**config.mk**
```make
export PLATFORM = sky130hd
export DESIGN_NAME = file_mac_unit
export DESIGN_NICKNAME = d
export VERILOG_FILES = /design/src/rtl/file_mac_unit.sv
export SDC_FILE = /design/constraint.sdc
export NUM_CORES = 1
export LEC_CHECK = 0
export BUFFER_PORTS_ARGS = -buffer_cell sky130_fd_sc_hd__buf_2
export CAP_MARGIN = 5
export CORE_MARGIN = 2
export CORE_UTILIZATION = 38
export CTS_BUF_LIST = sky130_fd_sc_hd__clkbuf_4 sky130_fd_sc_hd__clkbuf_8 sky130_fd_sc_hd__clkbuf_16
export DETAILED_ROUTE_END_ITERATION = 6
export GPL_TIMING_DRIVEN = 1
export PLACE_DENSITY = 0.57
export SETUP_SLACK_MARGIN = 0.4
export SLEW_MARGIN = 10
export SYNTH_ARGS = -nofsm -noshare
export SYNTH_HDL_FRONTEND = slang
export SYNTH_SLANG_ARGS = --single-unit
```
**constraint.sdc**
```tcl
create_clock -name clk -period 5.5 [get_ports clk]
set_input_delay 1.1 -clock clk [delete_from_list [all_inputs] [get_ports clk]]
set_output_delay 1.1 -clock clk [all_outputs]
set_load 0.1 [all_outputs]
```
**src/rtl/file_mac_unit.sv**
```systemverilog
// Scalar multiply-accumulate engine with a sticky overflow flag,
// a zero flag and a delayed view of the accumulator low byte.
module file_mac_unit #(
    parameter int WIDTH     = 8,
    parameter int par       = 3,
    parameter int MUL_WIDTH = 16
) (
    input  logic             clk,
    input  logic             rst,
    input  logic [WIDTH-1:0] data_in,
    input  logic             a,
    input  logic             b,
    input  logic [4:0]       x,
    output logic [WIDTH-1:0] data_out,
    output logic             out,
    output logic             d
);

    localparam int PW = WIDTH + 5;

    logic [PW-1:0]        prod;
    logic [MUL_WIDTH:0]   sum;
    logic [MUL_WIDTH-1:0] acc;
    logic [MUL_WIDTH-1:0] acc_next;
    logic                 out_next;
    logic [WIDTH-1:0]     stage [par];

    assign prod = PW'(data_in) * PW'(x);
    assign sum  = {1'b0, acc} + (MUL_WIDTH + 1)'(prod);

    // Select the next accumulator and overflow value from the strobes
    always_comb begin
        acc_next = acc;
        out_next = out;
        case ({a, b})
            2'b10: begin
                acc_next = sum[MUL_WIDTH-1:0];
                out_next = out | sum[MUL_WIDTH];
            end
            2'b01: begin
                acc_next = '0;
                out_next = 1'b0;
            end
            2'b11: begin
                acc_next = MUL_WIDTH'(prod);
                out_next = 1'b0;
            end
            default: begin
                acc_next = acc;
                out_next = out;
            end
        endcase
    end

    // Accumulator and status flags
    always_ff @(posedge clk) begin
        if (rst) begin
            acc <= '0;
            out <= 1'b0;
            d   <= 1'b1;
        end else begin
            acc <= acc_next;
            out <= out_next;
            d   <= (acc_next == '0);
        end
    end

    // Low-byte delay line, shifted every cycle and flushed on reset
    always_ff @(posedge clk) begin
        if (rst) begin
            for (int k = 0; k < par; k++) begin
                stage[k] <= '0;
            end
        end else begin
            stage[0] <= acc_next[WIDTH-1:0];
            for (int k = 1; k < par; k++) begin
                stage[k] <= stage[k-1];
            end
        end
    end

    assign data_out = stage[par-1];

endmodule

```
## Yosys cells after proc, flatten, opt, wreduce, memory -nomap -nowiden

Memory sizes are Yosys's and may differ from the RTL's.
Index checks and enable logic that the tools add are counted.

| operators by class | value |
|---|---|
| add/subtract/negate cells | 1 |
| multipliers | 1 |
| equality and inequality tests | 3 |
| muxes and demuxes | 8 |
| bitwise logic cells | 4 |
| reduce and logical (&&, ||, !) cells | 3 |

Operator list:

| kind | number |
|---|---|
| case mux 16 bit (3 select lines) | 1 |
| two-way mux 8 bit | 3 |
| adder 16 x 13 -> 17 bit | 1 |
| zero test 16 bit | 1 |
| multiplier 8 x 5 -> 13 bit | 1 |
| equality test 2 bit, second input constant | 2 |
| bitwise OR 1 bit | 4 |
| two-way mux 1 bit | 3 |
| equality test 2 x 1 -> 1 bit, second input constant | 1 |
| case mux 1 bit (2 select lines) | 1 |
| nonzero test 2 bit | 1 |
| OR reduction 2 bit | 1 |

| word-level totals | value |
|---|---|
| register bits after elaboration | 18 |
| bits in writable memories | 24 |
| input port bits | 17 |
| output and inout bits | 10 |
| logic and storage cells | 24 |
| memories kept | 1 |

Memory list:

| memory | depth | bits a word | read ports | clocked after memory_dff | wr ports | RTL line | text |
|---|---|---|---|---|---|---|---|
| stage | 3 | 8 | 3 | 0 | 3 | 26 | `logic [WIDTH-1:0] stage [par];` |

## Logic depth before layout (Yosys ltp)

| logic depth | value |
|---|---|
| depth in word-level cells | 4 |
| gate-level depth with buffers | 22 |
| gate-level depth less buffers | 22 |

## Worst setup path before layout

No wires, ideal clock.

| timing path | value |
|---|---|
| path type | input port to flip-flop |
| start | input port data_in[2] |
| end | register d |
| setup time | 0.060 ns |
| data arrival time | 5.645 ns |
| data required time | 5.440 ns |
| slack | -0.204 ns |
| stages | 21 |
| buffers on the path | 0 |
| path through | and2_1 fa_1 fa_1 inv_1 fa_1 inv_1 ha_1 nand3_1 o2111ai_1 a21o_1 a21oi_2 o21ai_1 xor2_1 ha_1 a21oi_1 nor4bb_2 a2111oi_2 xnor2_1 nor2_1 nor4_1 a31o_1 |

| on the way | value |
|---|---|
| cells in the longest elaborated chain, start to end | 4 |

Ends and longest elaborated chain:

| element | RTL line | text |
|---|---|---|
| from (decl) | 10 | `input logic [WIDTH-1:0] data_in,` |
| multiplier 8 x 5 -> 13 bit (*) | 28 | `assign prod = PW'(data_in) * PW'(x);` |
| adder 16 x 13 -> 17 bit | 29 | `assign sum = {1'b0, acc} + (MUL_WIDTH + 1)'(prod);` |
| case mux 16 bit (3 select lines) (*) | 35 | `case ({a, b})` |
| zero test 16 bit (*) | 64 | `d <= (acc_next == '0);` |
| to (signal assigned) | 64 |  |
| to (decl) | 16 | `output logic d` |

Every way passes the cells marked *; elsewhere a longest branch is shown, timed or not.
A chain may end at the register's enable or synchronous reset.

## Worst setup path in the final report

| timing path | value |
|---|---|
| start | input port data_in[4] |
| end | register d |

Same word-level chain as after synthesis.

==> flow_summary.toml <==
[run_status]
status = "complete, no violations"

[power]
total_power_mw = 1.86
p_leak_nw = 1.94
p_int_mw = 1.10
p_sw_share_pct = 40.9
seqPwrFrac_pct = 15.9
p_clk_share_pct = 15.2
pwr_density_cell_nw_per_um2 = 437
power.switching_mw = 0.762
p_comb_share_pct = 68.9
ir_worst_vdd_v = 0.000226

[sta]
setup_viol = 0
period_share_pct = 98.0
relSlewSlack_pct = 24.7
hold_viol_final = 0
tns_ns = 0
tightestPinTransition_ns = 1.13
final.min_clock_period_ns = 5.39
fin_skew_ns = 0.00530
final_max_slew_viol_count = 0
fin_ws_ns = 0.112
max_freq_ghz = 0.186
rsz0062_at_grt = "true"
timing.hold.ws_ns = 0.438

[place]
placedCellCount = 514
place_area_um2 = 3660
port-buffer-count = 26
dpl_worst_slack_ns = -0.233
gp_congestion = 0.812
dp_hpwl_um = 5200

[global_route]
grtUsageMet1_pct = 21.9
met3_usage_pct = 4.17
grt_max_degree = 35
grt_pass1_vias = 2781
grtUsageMet2_pct = 30.2
overflow = 0
grt-busiest-layer = "met2"
grt_pass1_wl_um = 12400
antenna_found_initial = 0
track_usage_pct = 17.5

[route]
antenna_left = 0
num_vias = 2719
drc_errors = 0
first_pass_iters = 4
totalWireLength_um = 7280
routedWlPerCell_um = 13.6
drt_iter0_drc = 100
via_per_inst = 5.06

[synth]
synth.distinct_cells = 42
synthMostInstantiatedCell = "inv_1"
synth-edff-count = 0
synth_common_cells = "inv_1, dfxtp_1, ha_1"
ys_warn_count = 0
async_reset_ff_share_pct = 0
syn_area_um2 = 3100
synth-seq-cells = 34
syn_inst = 362
yosys.area.top_type = "dfxtp_1"
synth_nets = 432
netlist.area_leader.share_pct = 22.0
syn-mean-instance-area_um2 = 8.56
synth_top_flop_cell = "dfxtp_1"
yosysSeqAreaShare_pct = 22.0
yosys-top-cells-area = "dfxtp_1, ha_1, fa_1"

[finish]
multi_input_area_um2 = 2580
layout.area.seq_um2 = 681
syn2layout_area_growth_pct = 37.6
drive_gt1_share_pct = 36.1
post_layout_nonfiller_instances = 537
final_core_util_pct = 54.6
nFillCells = 725
design_area_um2 = 4270
diodes = 0
nets = 504

[clock_network]
clock_sinks = 34
ctsHoldBuffers = 0
cts-root-buf = "clkbuf_8"
h-tree-depth = 2
numCtsBuffers = 5
cts.reportedPaths.clkPinSlew_ns = 0.07
clockBufferDepth = 2
clkLatencyLatePin_ns = 0.30
cts_tree = "done"

[worst_setup_path]
crit_path_frequent_cell = "fa_1"
path_class = "in -> reg"
crit_path_max_incr_delay_ns = 0.49
endpoint_kind = "flop"
cp_max_fo = 5
critPathArrivalTime_ns = 5.63
critPathLaunchType = "input port"
worst-endpoint-required_ns = 5.74
crit_chain = "buf_6, and2_4, fa_1, fa_1, inv_1, fa_1, inv_2, ha_4, nand3_4, o2111ai_4, a21o_1, a21oi_4, xnor2_2, ha_4, nand2_4, a211oi_4, buf_4, nor4bb_4, a2111oi_4, xnor2_1, nor2_1, nor4_2, a31o_1"
critical-path-slowest-cell = "fa_1"

[die]
dieWidth_um = 94.3
core_area_um2 = 7810
die_area_um2 = 8900
start_util_pct = 39.7
die_h_um = 94.3
rows = 32
io_pins = 27

[run]
maxCapViolCount = 0

[worst_hold_path]
worstHoldPathType = "reg -> reg"
==> logic make-up after synthesis <==
family,after synthesis,synth area share (%)
compound gates,66,15.2
xor+xnor,24,6.78
fa+ha+maj,53,26.0
buf+inv,51,7.30
flops,34,22.0
mux,2,0.686
simple gates,132,22.1
==> sequential cells by signal, summed over array words and instances (netlist names) <==
name   cells
d          1
acc       16
stage     16
out        1
==> worst paths after layout <==
kind,start,endpoint,slack [ns],depth (start not counted)
setup reg to reg,acc[0],d,2.58,13
hold reg to reg,stage[0][12],stage[0][20],0.44,1
hold / removal,stage[0][12],stage[0][20],0.44,1
setup / recovery,data_in[4],d,0.11,23
==> critical path, delay by kind of cell <==
family / cells / cell delay [ns]
adder cells (fa/ha/maj): 5 / 2.08
AO/OA/AOI/OAI: 6 / 1.09
AND/OR/NAND/NOR: 6 / 0.67
buffers and inverters: 4 / 0.34
XOR/XNOR: 2 / 0.34
==> layer usage <==
| layer | part of all wire, % | routed length (um) |
|---|---|---|
| met1 | 46 | 3320 |
| met2 | 50 | 3610 |
| met3 | 3.6 | 265 |
| met4 | 1.3 | 92 |
| met5 | 0 | 0 |
==> cell type report <==
cell class / count / area share, %
Multi-Input combinational cell: 277 / 60.4
Clock inverter: 3 / 1.61
Clock buffer: 5 / 1.61
Inverter: 36 / 3.17
Timing Repair Buffer: 80 / 14.3
Tap cell: 102 / 2.99
Sequential cell: 34 / 16.0
==> timing repair <==
action	4_1_cts	5_1_grt
setup endpoints to repair	9	9
gates resized for setup	43	26
setup buffers	8	7
pin swaps	19	23
==> placed cells by master (no fill, tap or decap), drive strengths merged, types with 2 or more instances in the layout <==
master	count
buf	80
inv	36
dfxtp	34
ha	34
nand2	31
and2	28
nor2	26
nor2b	20
a21oi	20
fa	19
xnor2	12
xor2	12
o21ai	12
a22oi	10
nor3	9
nand3	8
a22o	5
clkbuf	5
a21o	4
nand4	3
o21a	2
nand2b	2
o22ai	2
bufinv	2
o2111ai	2
a211oi	2
a2111oi	2
nor4	2
==> power groups by stage <==
stage / clock (mW) / combinational (mW) / sequential, mW
6_report: 0.283 / 1.29 / 0.297
5_1_grt: 0.302 / 1.40 / 0.302
4_1_cts: 0.288 / 1.12 / 0.296
3_5_place_dp: 0 / 0.969 / 0.299
3_3_place_gp: 0 / 0.961 / 0.300
2_1_floorplan: 0 / 0.675 / 0.305
Power figures use the tool's default switching activity.
